<file path="config.mk">
export PLATFORM = sky130hd
export DESIGN_NAME = decoder_scan
export DESIGN_NICKNAME = d
export VERILOG_FILES = /design/src/rtl/decoder_scan.sv
export SDC_FILE = /design/constraint.sdc
export NUM_CORES = 1
export LEC_CHECK = 0
export ABC_CLOCK_PERIOD_IN_PS = 2200
export BUFFER_PORTS_ARGS = -buffer_cell sky130_fd_sc_hd__buf_2
export CAP_MARGIN = 25
export CELL_PAD_IN_SITES_DETAIL_PLACEMENT = 0
export CELL_PAD_IN_SITES_GLOBAL_PLACEMENT = 1
export CORE_MARGIN = 10
export CORE_UTILIZATION = 41
export CTS_CLUSTER_DIAMETER = 200
export DETAILED_ROUTE_END_ITERATION = 12
export PLACE_DENSITY = 0.85
export SETUP_SLACK_MARGIN = 0.3
export SLEW_MARGIN = 20
export SYNTH_ARGS = -nofsm -noshare
export SYNTH_HDL_FRONTEND = slang
export SYNTH_SLANG_ARGS = --single-unit
</file>
<file path="constraint.sdc">
create_clock -name clk -period 2.2 [get_ports clk]
set_input_delay 0 -clock clk [delete_from_list [all_inputs] [get_ports clk]]
set_output_delay 0 -clock clk [all_outputs]
set_load 0.02 [all_outputs]
</file>
<file path="src/rtl/decoder_scan.sv">
// Registered N-to-2**N decoder with continuous-scan and single-sweep modes.
// Scan/sweep hold each index for DWELL enabled cycles before advancing.
module decoder_scan #(
    parameter int N     = 2,
    parameter int DWELL = 4
) (
    input  logic              clk,
    input  logic              rst_n,
    input  logic [1:0]        mode,
    input  logic              en,
    input  logic [N-1:0]      din,
    output logic [2**N-1:0]   dout,
    output logic [N-1:0]      idx,
    output logic              step,
    output logic              done
);
    localparam int W  = 2**N;
    localparam int CW = (DWELL > 1) ? $clog2(DWELL) : 1;
    localparam logic [CW-1:0] CNT_TC  = CW'(DWELL - 1);
    localparam logic [N-1:0]  IDX_MAX = '1;

    typedef enum logic [1:0] {
        S_DEC   = 2'd0,
        S_SCAN  = 2'd1,
        S_SWEEP = 2'd2,
        S_DONE  = 2'd3
    } state_t;

    state_t          state_q, state_d;
    logic [CW-1:0]   cnt_q, cnt_d;
    logic [N-1:0]    idx_q, idx_d;
    logic [W-1:0]    dout_q, dout_d;
    logic            step_q, step_d;
    logic            done_q, done_d;
    logic            tc;
    logic [N-1:0]    idx_nxt;

    function automatic logic [W-1:0] onehot(input logic [N-1:0] i);
        logic [W-1:0] v;
        v    = '0;
        v[i] = 1'b1;
        return v;
    endfunction

    assign tc      = (cnt_q == CNT_TC);
    assign idx_nxt = idx_q + 1'b1;

    always_comb begin
        state_d = state_q;
        cnt_d   = cnt_q;
        idx_d   = idx_q;
        dout_d  = '0;
        step_d  = 1'b0;
        done_d  = 1'b0;
        unique case (mode)
            2'b01: begin
                if (state_q != S_SCAN) begin
                    // Entering scan keeps idx so the scan starts where decode left off.
                    state_d = S_SCAN;
                    cnt_d   = '0;
                    dout_d  = en ? onehot(idx_q) : '0;
                end else if (en) begin
                    if (tc) begin
                        cnt_d  = '0;
                        idx_d  = idx_nxt;
                        step_d = 1'b1;
                        dout_d = onehot(idx_nxt);
                    end else begin
                        cnt_d  = cnt_q + 1'b1;
                        dout_d = onehot(idx_q);
                    end
                end
            end
            2'b10: begin
                unique case (state_q)
                    S_SWEEP: begin
                        if (en) begin
                            if (tc && idx_q == IDX_MAX) begin
                                state_d = S_DONE;
                                step_d  = 1'b1;
                                done_d  = 1'b1;
                            end else if (tc) begin
                                cnt_d  = '0;
                                idx_d  = idx_nxt;
                                step_d = 1'b1;
                                dout_d = onehot(idx_nxt);
                            end else begin
                                cnt_d  = cnt_q + 1'b1;
                                dout_d = onehot(idx_q);
                            end
                        end
                    end
                    S_DONE: begin
                        done_d = 1'b1;
                    end
                    default: begin
                        state_d = S_SWEEP;
                        cnt_d   = '0;
                        idx_d   = '0;
                        dout_d  = en ? onehot('0) : '0;
                    end
                endcase
            end
            default: begin
                state_d = S_DEC;
                cnt_d   = '0;
                idx_d   = din;
                dout_d  = en ? onehot(din) : '0;
            end
        endcase
    end

    always_ff @(posedge clk or negedge rst_n) begin
        if (!rst_n) begin
            state_q <= S_DEC;
            cnt_q   <= '0;
            idx_q   <= '0;
            dout_q  <= '0;
            step_q  <= 1'b0;
            done_q  <= 1'b0;
        end else begin
            state_q <= state_d;
            cnt_q   <= cnt_d;
            idx_q   <= idx_d;
            dout_q  <= dout_d;
            step_q  <= step_d;
            done_q  <= done_d;
        end
    end

    assign dout = dout_q;
    assign idx  = idx_q;
    assign step = step_q;
    assign done = done_q;
endmodule

</file>
== After elaboration in Yosys (flattened, before gate mapping) ==
Index checks and enable logic that the tools add are counted.

* Output and inout bits: 8
* Bits in registers: 12
* Bits of input ports: 7
* Logic and storage cells: 82

* Reductions and logical operators: 7
* Add/subtract/negate cells: 2
* Equal/unequal tests: 15
* Multiplexer cells: 46
* $lt $le $gt $ge: 6

{| class="wikitable"
|+ Operator list
! cell !! count
|-
| $mux 4 || 7
|-
| $mux 2 || 13
|-
| $pmux 2 s2 || 6
|-
| $pmux 4 s2 || 2
|-
| $mux 1 || 13
|-
| $ne 3x3->1 const B || 4
|-
| $eq 2x2->1 const B || 5
|-
| $lt 2x3->1 const B || 3
|-
| $ne 2x2->1 const B || 4
|-
| $reduce_and 4->1 || 2
|-
| $demux 1 s2 || 3
|-
| $ge 2x1->1 const B || 3
|-
| $reduce_and 5->1 || 1
|-
| $add 2x1->2 const B || 2
|-
| $logic_and 1x1->1 || 4
|-
| $pmux 1 s2 || 2
|-
| $eq 2x1->1 const B || 1
|-
| $ne 2x1->1 const B || 1
|}

== Longest topological paths before layout ==
Gate-level depths: netlist (run 1).

* Depth after elaboration: 10
* Depth in mapped cells: 7
* Gate-level depth less buffers: 6

== Worst setup path after synthesis (run 1) ==
OpenSTA, ideal clock, no wires.

* Path type: register to register
* From: register idx_q[0] (netlist: idx[0])
* To: register cnt_q[0]
* Clock period less this slack: 1.660 ns
* Setup slack: 0.540 ns
* Path buffers: 1
* Stages on the path, launching flop included: 7
* Required time: 2.075 ns
* Arrival time: 1.535 ns
* Library setup time: 0.125 ns
* Cells stage by stage: dfrtp_1 ha_1 buf_2 a21oi_1 o21ai_0 nand2_1 mux2_2

* Word-level cells in the longest chain between the ends: 4

{| class="wikitable"
|+ RTL lines
! element !! line !! RTL
|-
| start: declaration || 31 || <nowiki>logic [N-1:0] idx_q, idx_d;</nowiki>
|-
| start signal: assignment || 124 || <nowiki>idx_q <= idx_d;</nowiki>
|-
| $eq 2x2->1 || 78 || <nowiki>if (tc && idx_q == IDX_MAX) begin</nowiki>
|-
| $logic_and 1x1->1 || 78 ||
|-
| $ne 3x3->1 (no source line) || - ||
|-
| $reduce_and 4->1 (no source line) || - ||
|-
| end signal: assignment || 123 || <nowiki>cnt_q <= cnt_d;</nowiki>
|-
| end: declaration || 30 || <nowiki>logic [CW-1:0] cnt_q, cnt_d;</nowiki>
|}

No other way between the ends.
A chain may end at the register's enable or synchronous reset.

== Worst setup path in the final report (run 1) ==
Same ends and word-level chain as after synthesis.

==> flow_summary_export.csv, run 1 <==
group,metric,value,unit
status,run_status,"complete, no violations",
sta,whs,43.0,ps
finish,finalCoreUtilization,0.473,
finish,antenna_cells,0,
sta,timing.final.crit_share,0.770,
drt,routedWlPerCell,15.1,µm
clocking,cts-buffers-inserted,3,
drt,route.vias.total,790,
yosys,postSynthNetCount,117,
critical_path,worstSetupPathType,"reg -> reg",
floorplan,die-width,67.6,µm
clocking,buffer_count_from_post_cts_setup_fixing,0,
floorplan,placeableCoreArea,2190,µm²
yosys,synth-warning-count,0,
drt,initialDrtViolationCount,22,
place,hpwl,1580,µm
yosys,syn_area_per_cell,9.11,µm²
drt,avgViaCountPerCell,5.56,
yosys,post_synth_fa_ha_maj_area_fraction,0.108,
clocking,clock_sinks,12,
clocking,cts.root.buffer_cell,"sky130_fd_sc_hd__clkbuf_4",
pwr,peakVddDrop,0.453,mV
yosys,synth-compound-area-share,0.219,
clocking,clock_tree.htree_level_count,1,
critical_path,cp_data_required_time,2370,ps
sta,timing.final.max_slew_violations,0,
yosys,main_combinational_cell_family_by_area_after_synthesis,"simple AND/OR/NAND/NOR gates",
worst_hold_path,whs_path_depth,3,
worst_hold_path,hold_class,"in -> reg",
sta,final-setup-viol-count,0,
drt,detail_route.wirelength,2140,µm
yosys,synth.cell_area,930,µm²
yosys,postSynthRegisterBits,12,
pwr,pwr_cell_area,549,nW/µm²
yosys,yosys.cell_types.count,31,
floorplan,die_area,4570,µm²
critical_path,worst-path-max-fanout,9,
sta,fmax,590,MHz
critical_path,max_stage_delay,440,ps
floorplan,chipHeight,67.6,µm
critical_path,arrival_time_reported_for_the_critical_path_endpoint,1860,ps
drt,first_pass_iters,4,
clocking,clkLatencyLatePin,280,ps
yosys,largest_cells_by_area_after_synthesis,"sky130_fd_sc_hd__dfrtp_1 32%, sky130_fd_sc_hd__ha_1 11%, sky130_fd_sc_hd__a21oi_1 5.4%, sky130_fd_sc_hd__nand3b_4 4.3%, sky130_fd_sc_hd__mux2i_1 3.2%",
sta,worst_setup_slack_after_layout,505,ps
grt,track_usage,0.101,
critical_path,cpMaxStageDelayCell,"sky130_fd_sc_hd__dfrtp_1",
place,preCtsSetupSlack,463,ps
clocking,tritoncts,"yes",
place,port_buffers,14,
yosys,post_synth_xor_area_fraction,0,
critical_path,worst_path_depth,5,
grt,grt.overflow.total,0,
critical_path,r2r.worst_path.cells,5,
floorplan,rows,17,
yosys,synth_simple_gate_area_frac,0.223,
yosys,synth.top_cell.area_share,0.323,
floorplan,floorplan.initialDensity,0.424,
yosys,async_set_or_reset_register_ratio_after_synthesis,1.00,
grt,number_of_global_route_vias_before_repair,752,
sta,tightest_slew,503,ps
sta,fin_crit,1690,ps
sta,clock-skew-final,5.75,ps
pwr,p_leak,0.557,nW
drt,drc_errors,0,
grt,grt_antenna_before_repair,0,
sta,relSlewSlack,0.664,
sta,setup_tns,0,ps
clocking,cts_max_path_buffers,2,
critical_path,path_delay_family,"flip-flops",
critical_path,crit_path_end_kind,"flop",
critical_path,crit_buf_inv,0,
job,timing.max_cap.violations,0,
finish,fraction_of_layout_instances_using_a_drive_strength_above_1,0.211,
finish,area.growth.synth_to_final,11.6,%
clocking,path_clk_slew,80,ps
yosys,most_frequently_used_flop_master_after_synthesis,"sky130_fd_sc_hd__dfrtp_1",
critical_path,worstPathCellList,"ha_1, a21oi_1, o21ai_0, nand2_1, mux2_2",
critical_path,worst_setup_path_start_kind,"flop",
yosys,synth-edff-count,0,
grt,grt_pass1_wl,3580,µm
yosys,synth.area.mux_share,0.0444,
grt,pin_count_of_the_biggest_net_entering_global_routing,18,
sta,timing.final.hold_violations,0,
yosys,synth_cells,102,
yosys,synth_seq_area_share,0.323,
finish,final_nets,130,
place,gp_congestion,0.841,
drt,route.antenna.remaining_nets,0,
yosys,synth_top_area_cell,"sky130_fd_sc_hd__dfrtp_1",
floorplan,io-pin-count,15,
sta,grt_setup_unrepaired,"no",
[tightest hold or removal path, delay by kind of cell]
kind,cells,cell delay (ps)
simple gates,1,80
buf+inv,1,130
compound gates,1,70
[Yosys cell counts (2+ instances only)]
cell and count:
sky130_fd_sc_hd__o22ai_1 2, sky130_fd_sc_hd__o21ai_0 5, sky130_fd_sc_hd__a31oi_1 3, sky130_fd_sc_hd__buf_2 4
sky130_fd_sc_hd__a21oi_1 10, sky130_fd_sc_hd__nand2b_1 2, sky130_fd_sc_hd__dfrtp_1 12, sky130_fd_sc_hd__o31ai_1 2
sky130_fd_sc_hd__nor2_1 6, sky130_fd_sc_hd__a32oi_1 2, sky130_fd_sc_hd__nand2_1 8, sky130_fd_sc_hd__nor2b_1 2
sky130_fd_sc_hd__inv_1 8, sky130_fd_sc_hd__nand4b_1 3, sky130_fd_sc_hd__buf_6 2, sky130_fd_sc_hd__ha_1 8
sky130_fd_sc_hd__o2bb2ai_1 3, sky130_fd_sc_hd__nand3b_4 2, sky130_fd_sc_hd__mux2i_1 3, sky130_fd_sc_hd__a21o_1 2
sky130_fd_sc_hd__nand3b_1 3
[final timing paths]
path | start | to | slack [ps]
hold / removal | din[0] | dout[1] | 40
max in group asynchronous | rst_n | idx[1] | 1850
min in group asynchronous | rst_n | done | 120
setup / recovery | idx[0] | cnt_q[0] | 510
hold reg to reg | cnt_q[1] | cnt_q[1] | 560
setup reg to reg | idx[0] | cnt_q[0] | 510
[power by group]
part | total, mW | internal (mW) | switching [mW]
clock | 0.178 | 0.101 | 0.0775
combinational | 0.142 | 0.0590 | 0.0826
sequential | 0.249 | 0.232 | 0.0174
total | 0.569 | 0.392 | 0.177
[timing repair]
action / in CTS / in global routing
endpoints found under the hold margin: 12 / 0
setup endpoints to repair: 0 / 2
resized for setup: 0 / 1
hold buffers: 1 / 0
[registers in the layout, summed over array words and instances (netlist names)]
name and flops:
state_q 2, dout 4, idx 2, cnt_q 2
step 1, done 1
[through the flow]
stage / area, µm² / power, mW / std cells
after floorplan: 930 / 0.357 / 102
after global placement: 988 / 0.391 / 137
after detailed placement: 988 / 0.393 / 137
after CTS: 1030 / 0.577 / 142
after global routing: 1040 / 0.606 / 142
final: 1040 / 0.569 / 142
[cell usage in the layout (no fill, tap or decap), drive strengths merged]
master       synthesis  final
o2bb2ai              3      3
nand3b               5      5
dfrtp               12     12
a311oi               1      1
nand2                8      8
mux2i                3      3
or3                  1      1
o31ai                2      2
inv                  8      8
ha                   8      8
nand3                1      1
dlygate4sd3          0      1
and3b                1      1
nand4b               3      3
nor3b                1      1
a21o                 2      2
nor2b                2      2
a21oi               10     10
clkbuf               1      4
buf                  6     14
a31oi                3      3
and2                 1      1
a2bb2oi              1      1
a32oi                2      2
nand2b               2      2
o22ai                2      2
and3                 1      1
mux2                 1      1
o21ai                5      5
nor2                 6      6
[kinds of logic (layout without fill, tap and decap cells)]
| kind of cell | after synthesis | in the layout |
|---|---|---|
| compound gates | 31 | 31 |
| fa+ha+maj | 8 | 8 |
| simple gates | 32 | 32 |
| flops | 12 | 12 |
| buf+inv | 15 | 27 |
| mux | 4 | 4 |
[layout make-up]
class / count / area, µm²
clock buffer: 4 / 36.3
tap: 28 / 35.0
fill: 210 / 1150
sequential: 12 / 300
timing repair buffer: 15 / 80.1
inverter: 8 / 30.0
multi-input combinational: 75 / 556
[layer usage]
layer / vias to the layer above / share of wire / track usage / wire (µm)
met5: - / 0 / 0 / 0
met4: 0 / 0.027 / 0.0564 / 58
met3: 4 / 0.077 / 0.0364 / 166
met2: 28 / 0.46 / 0.158 / 994
met1: 370 / 0.43 / 0.117 / 923
li1: 388 / - / - / -
(Power assumes the default switching activity.)
==> run 2: changes to the inputs <==
- ABC_AREA: not set -> 1
- ABC_CLOCK_PERIOD_IN_PS: 2200 -> 1800
- CORE_UTILIZATION: 41 -> 39
- PLACE_DENSITY: 0.85 -> 0.86
- clock period: 2.2 -> 1.8 ns (I/O delays scaled with it)
==> flow_summary_export.csv, run 2 <==
group,metric,value,unit
pwr,pwr_cell_area,666,nW/µm²
pwr,total_power,0.704,mW
floorplan,die-width,68.7,µm
sta,clock-skew-final,1.29,ps
yosys,synth_commonest_cells,"44 x sky130_fd_sc_hd__nand2_1, 20 x sky130_fd_sc_hd__inv_1, 17 x sky130_fd_sc_hd__nand3_1",
pwr,combinationalPowerShare,0.256,
sta,grt_setup_unrepaired,"no",
sta,final-setup-viol-count,0,
drt,first_pass_iters,5,
drt,route.vias.total,896,
drt,routedWlPerCell,12.2,µm
drt,detail_route.wirelength,2190,µm
finish,post_layout_nonfiller_instances,179,
critical_path,crit_path_end_kind,"flop",
yosys,synthMostInstantiatedCell,"sky130_fd_sc_hd__nand2_1",
job,timing.max_cap.violations,0,
drt,initialDrtViolationCount,44,
yosys,synth_cells,135,
grt,grt_most_used_layer,"met2",
yosys,synth-warning-count,0,
yosys,synth-edff-count,0,
yosys,most_frequently_used_flop_master_after_synthesis,"sky130_fd_sc_hd__dfrtp_1",
drt,drc_errors,0,
sta,timing.final.max_slew_violations,0,
clocking,cts-buffers-inserted,3,
finish,area.growth.synth_to_final,14.4,%
grt,grt_antenna_before_repair,0,
sta,timing.final.hold_violations,0,
clocking,cts_max_path_buffers,2,
clocking,clock_sinks,12,
sta,fin_crit,1370,ps
status,run_status,"complete, no violations",
grt,grt.met3_usage,0.0113,
place,port_buffers,14,
finish,top_library_cells_by_usage_in_the_layout_fill_and_taps_aside,"44 x sky130_fd_sc_hd__nand2_1, 20 x sky130_fd_sc_hd__inv_1, 17 x sky130_fd_sc_hd__nand3_1, 14 x sky130_fd_sc_hd__buf_2, 12 x sky130_fd_sc_hd__dfrtp_1",
floorplan,placeableCoreArea,2230,µm²
clocking,clock_tree.htree_level_count,1,
finish,largest_register_ffs,4,
grt,grt_util_met2,0.150,
grt,number_of_global_route_vias_before_repair,771,
critical_path,arrival_time_reported_for_the_critical_path_endpoint,1590,ps
drt,route.antenna.remaining_nets,0,
clocking,buffer_count_from_post_cts_setup_fixing,0,
critical_path,reg2reg_slack,430,ps
finish,post-route-cell-area,1060,µm²
worst_hold_path,hold_class,"in -> reg",
pwr,internal_power,0.467,mW
pwr,netSwitchingFraction,0.336,
critical_path,worst_setup_path_start_kind,"flop",
grt,pin_count_of_the_biggest_net_entering_global_routing,13,
clocking,tritoncts,"yes",
place,placedCellCount,174,
finish,fraction_of_layout_instances_using_a_drive_strength_above_1,0.172,
place,hpwl,1730,µm
floorplan,floorplan.initialDensity,0.413,
grt,grt_pass1_wl,3510,µm
yosys,synth_top_area_cell,"sky130_fd_sc_hd__dfrtp_1",
pwr,clock_power_share,0.316,
grt,grt.overflow.total,0,
pwr,peakVddDrop,0.431,mV
critical_path,cp_data_required_time,2010,ps
sta,tightest_slew,394,ps
pwr,switchingPower,0.237,mW
grt,track_usage,0.0970,
finish,final_nets,167,
sta,relSlewSlack,0.737,
yosys,async_set_or_reset_register_ratio_after_synthesis,1.00,
sta,fmax,730,MHz
floorplan,die_area,4710,µm²
sta,setup_tns,0,ps
critical_path,worstSetupPathType,"reg -> reg",
critical_path,worst-path-max-fanout,6,
pwr,power_frac_seq,0.427,
clocking,path_clk_slew,90,ps
place,placedInstanceArea,1010,µm²
clocking,clkLatencyLatePin,270,ps
yosys,synth.cell_area,923,µm²
pwr,p_leak,0.637,nW
place,gp_congestion,0.890,
finish,antenna_cells,0,
yosys,synth.top_cell.area_share,0.325,
finish,mostFrequentLayoutCell,"sky130_fd_sc_hd__nand2_1",
floorplan,io-pin-count,15,
drt,avgViaCountPerCell,5.01,
sta,timing.final.crit_share,0.761,
grt,grt_util_met1,0.131,
yosys,postSynthRegisterBits,12,
yosys,synth_seq_area_share,0.325,
clocking,cts.root.buffer_cell,"sky130_fd_sc_hd__clkbuf_4",
yosys,postSynthNetCount,150,
floorplan,chipHeight,68.7,µm
floorplan,rows,17,
yosys,syn_area_per_cell,6.84,µm²
yosys,yosys.cell_types.count,23,
yosys,largest_cells_by_area_after_synthesis,"sky130_fd_sc_hd__dfrtp_1 33%, sky130_fd_sc_hd__nand2_1 18%, sky130_fd_sc_hd__ha_1 11%, sky130_fd_sc_hd__nand3_1 9.2%, sky130_fd_sc_hd__inv_1 8.1%",
==> run 2: changes by cell type in the layout (fill, tap and decap cells not counted), moves of 4 or more <==
cell                      before  now
sky130_fd_sc_hd__inv_1         8   20
sky130_fd_sc_hd__a21oi_1      10    4
sky130_fd_sc_hd__nand2_1       8   44
sky130_fd_sc_hd__o21ai_0       5    1
sky130_fd_sc_hd__nand3_1       1   17
==> run 2: worst max-delay path, cell delays in order (launching register included) <==
cell and delay (ps):
sky130_fd_sc_hd__dfrtp_1 460, sky130_fd_sc_hd__ha_1 300, sky130_fd_sc_hd__a21oi_1 220, sky130_fd_sc_hd__nand2_1 90
sky130_fd_sc_hd__nand2_1 60, sky130_fd_sc_hd__nand2_1 50, sky130_fd_sc_hd__nand2_1 50, sky130_fd_sc_hd__nand2_1 40
sky130_fd_sc_hd__nand2_1 50
==> run 2: worst paths after layout <==
kind | from | to | depth (start not counted)
max reg2reg | idx[0] | dout[0] | 8
min reg2reg | cnt_q[1] | cnt_q[1] | 2
max | idx[0] | dout[0] | 8
min in group asynchronous | rst_n | dout[0] | 2
min | din[0] | dout[2] | 4
max in group asynchronous | rst_n | idx[1] | 2
==> run 2: per-layer routing <==
layer / vias up / part of all wire
li1: 459 / -
met2: 24 / 0.47
met1: 411 / 0.48
met3: 2 / 0.044
met4: 0 / 0.013
met5: - / 0
==> run 2: final cells by class <==
cell class,count,area (µm²)
Sequential cell,12,300
Fill cell,242,1180
Clock buffer,4,36.3
Tap cell,28,35.0
Inverter,22,86.3
Timing Repair Buffer,15,80.1
Multi-Input combinational cell,98,518
==> run 2: power groups by stage <==
| stage | Clock, mW | Combinational (mW) | Sequential [mW] |
|---|---|---|---|
| after floorplan | 0 | 0.114 | 0.317 |
| final | 0.223 | 0.180 | 0.301 |
| after global placement | 0 | 0.177 | 0.305 |
| after detailed placement | 0 | 0.178 | 0.306 |
| after CTS | 0.223 | 0.181 | 0.301 |
| after global routing | 0.243 | 0.206 | 0.304 |
==> run 2: kinds of logic (layout without fill, tap and decap cells) <==
group,count (synthesis),count (layout),share of synthesized area
flops,12,12,0.325
buf+inv,25,41,0.117
fa+ha+maj,8,8,0.108
simple gates,78,78,0.371
xor+xnor,1,1,0.00949
compound gates,11,11,0.0691
==> run 2: what timing repair did <==
action	4_1_cts	5_1_grt
endpoints found under the hold margin	12	0
hold buffers	1	0
resized for setup	0	1
endpoints found under the setup margin	0	9
==> run 2: stage by stage <==
stage	utilization	worst slack [ps]	hold slack (ps)
CTS	0.472	354	13.3
detailed placement	0.451	374	-103
global route	0.473	308	30.1
global placement	0.451	425	-101
floorplan	-	443	-296
finish	0.473	430	11.4
==> run 3: changes to the inputs <==
- ABC_CLOCK_PERIOD_IN_PS: 1800 -> 1300
- clock period: 1.8 -> 1.3 ns (I/O delays scaled with it)
==> flow_summary_export.csv, run 3 (synthesis results as in run 2) <==
group,metric,value,unit
status,failing_checks,"negative hold slack, negative setup slack",
sta,whs,-5.58,ps
finish,area.growth.synth_to_final,55.0,%
place,gp_congestion,0.869,
clocking,clock_tree.htree_level_count,1,
place,hpwl,1830,µm
sta,timing.final.max_slew_violations,0,
sta,tightest_slew,287,ps
worst_hold_path,hold_class,"in -> reg",
sta,relSlewSlack,0.809,
grt,grt_pass1_wl,4220,µm
drt,initialDrtViolationCount,42,
grt,grt_util_met2,0.207,
floorplan,chipHeight,68.7,µm
drt,route.antenna.remaining_nets,0,
finish,num-fill-cells,196,
clocking,clock_sinks,12,
floorplan,floorplan.initialDensity,0.413,
floorplan,io-pin-count,15,
drt,drc_errors,0,
drt,detail_route.wirelength,2720,µm
floorplan,rows,17,
finish,fraction_of_layout_instances_using_a_drive_strength_above_1,0.479,
finish,multi_input_area,757,µm²
place,port_buffers,14,
place,placedCellCount,179,
critical_path,worst-path-max-fanout,6,
floorplan,die_area,4710,µm²
clocking,cts.root.buffer_cell,"sky130_fd_sc_hd__clkbuf_4",
finish,largest_register_ffs,4,
critical_path,crit_path_end_kind,"flop",
clocking,cts-buffers-inserted,3,
pwr,pwr_cell_area,749,nW/µm²
sta,fin_crit,1310,ps
finish,mostFrequentLayoutCell,"sky130_fd_sc_hd__nand2_1",
sta,final-setup-viol-count,1,
critical_path,worstSetupPathType,"reg -> reg",
sta,timing.final.crit_share,1.00,
sta,grt_setup_unrepaired,"yes",
pwr,peakVddDrop,0.600,mV
grt,track_usage,0.119,
clocking,cts_max_path_buffers,2,
clocking,clkLatencyLatePin,280,ps
sta,clock-skew-final,3.19,ps
finish,antenna_cells,0,
grt,grt.overflow.total,0,
grt,grt_util_met1,0.128,
grt,number_of_global_route_vias_before_repair,969,
drt,first_pass_iters,4,
drt,route.vias.total,957,
job,timing.max_cap.violations,0,
sta,timing.final.hold_violations,1,
grt,grt_antenna_before_repair,0,
sta,worst_setup_slack_after_layout,-5.94,ps
grt,grt_most_used_layer,"met2",
critical_path,arrival_time_reported_for_the_critical_path_endpoint,1470,ps
status,run_status,"complete, but fails checks",
finish,top_library_cells_by_usage_in_the_layout_fill_and_taps_aside,"35 x sky130_fd_sc_hd__nand2_1, 13 x sky130_fd_sc_hd__buf_2, 12 x sky130_fd_sc_hd__inv_1, 10 x sky130_fd_sc_hd__nand3_1, 10 x sky130_fd_sc_hd__buf_4",
critical_path,worst_setup_path_start_kind,"flop",
clocking,path_clk_slew,80,ps
grt,grt.met3_usage,0.0177,
floorplan,die-width,68.7,µm
critical_path,cp_data_required_time,1470,ps
finish,post_layout_nonfiller_instances,193,
pwr,total_power,1.07,mW
finish,final_nets,181,
drt,routedWlPerCell,14.1,µm
clocking,tritoncts,"yes",
finish,ff_latch_area,307,µm²
grt,pin_count_of_the_biggest_net_entering_global_routing,13,
drt,avgViaCountPerCell,4.96,
floorplan,placeableCoreArea,2230,µm²
sta,fmax,766,MHz
pwr,p_leak,0.748,nW
[run 3: cell types whose count changed in the layout (fill, tap and decap cells not counted), moves of 5 or more]
| cell | change |
|---|---|
| sky130_fd_sc_hd__buf_4 | +10 |
| sky130_fd_sc_hd__buf_6 | +5 |
| sky130_fd_sc_hd__dfrtp_1 | -5 |
| sky130_fd_sc_hd__dfrtp_2 | +5 |
| sky130_fd_sc_hd__ha_4 | +5 |
| sky130_fd_sc_hd__inv_1 | -8 |
| sky130_fd_sc_hd__inv_2 | +7 |
| sky130_fd_sc_hd__nand2_1 | -9 |
| sky130_fd_sc_hd__nand3_1 | -7 |
[run 3: metal layers]
metal	share of wire	vias to the layer above
met1	0.40	441
met2	0.52	20
met3	0.036	10
met5	0	-
met4	0.045	0
li1	-	486
[run 3: per-stage QoR]
step,util,hold slack [ps],TNS [ps],setup slack [ps],instance area [µm²]
floorplan,-,-296,0,96.3,1010
global placement,0.503,-99.7,0,14.7,1120
detailed placement,0.503,-98.3,-8.20,-8.20,1120
CTS,0.590,1.73,0,67.5,1320
global route,0.641,20.3,-81.4,-31.1,1430
finish,0.641,-5.58,-5.94,-5.94,1430
[run 3: power breakdown]
group / switching [mW] / leakage [nW] / internal (mW) / total [mW]
Clock: 0.139 / 0.0150 / 0.119 / 0.258
Sequential: 0.0308 / 0.155 / 0.395 / 0.425
Combinational: 0.228 / 0.578 / 0.161 / 0.389
[run 3: layout make-up]
cell class              count  area share
flip-flops and latches     12       0.214
multi-input cells          98       0.529
inverters                  22      0.0699
well taps                  28      0.0245
repair buffers             29       0.144
clock buffers               4      0.0184
[run 3: path summary, 6_finish.rpt]
kind	start	endpoint	slack [ps]	cells past startpoint
setup / recovery	cnt_q[1]	dout[3]	-6	6
hold / removal	din[0]	dout[2]	-6	4
setup reg to reg	cnt_q[1]	dout[3]	-6	6
hold reg to reg	state_q[0]	state_q[0]	600	2
max in group asynchronous	rst_n	idx[1]	940	2
min in group asynchronous	rst_n	dout[0]	120	2
[run 3: critical path, stage by stage (launching register included)]
cell	delay [ps]
sky130_fd_sc_hd__dfrtp_2	450
sky130_fd_sc_hd__ha_4	230
sky130_fd_sc_hd__buf_6	140
sky130_fd_sc_hd__nand2_4	50
sky130_fd_sc_hd__o21ai_4	50
sky130_fd_sc_hd__o211ai_1	170
sky130_fd_sc_hd__nand3_1	90
[run 3: repair_timing]
| action | CTS | global route |
|---|---|---|
| pin swaps | 11 | 19 |
| gates cloned | 0 | 0 |
| resized for setup | 24 | 26 |
| setup buffers | 6 | 3 |
| endpoints found under the setup margin | 12 | 13 |
| endpoints found under the hold margin | 12 | 0 |
| hold buffers | 1 | 0 |
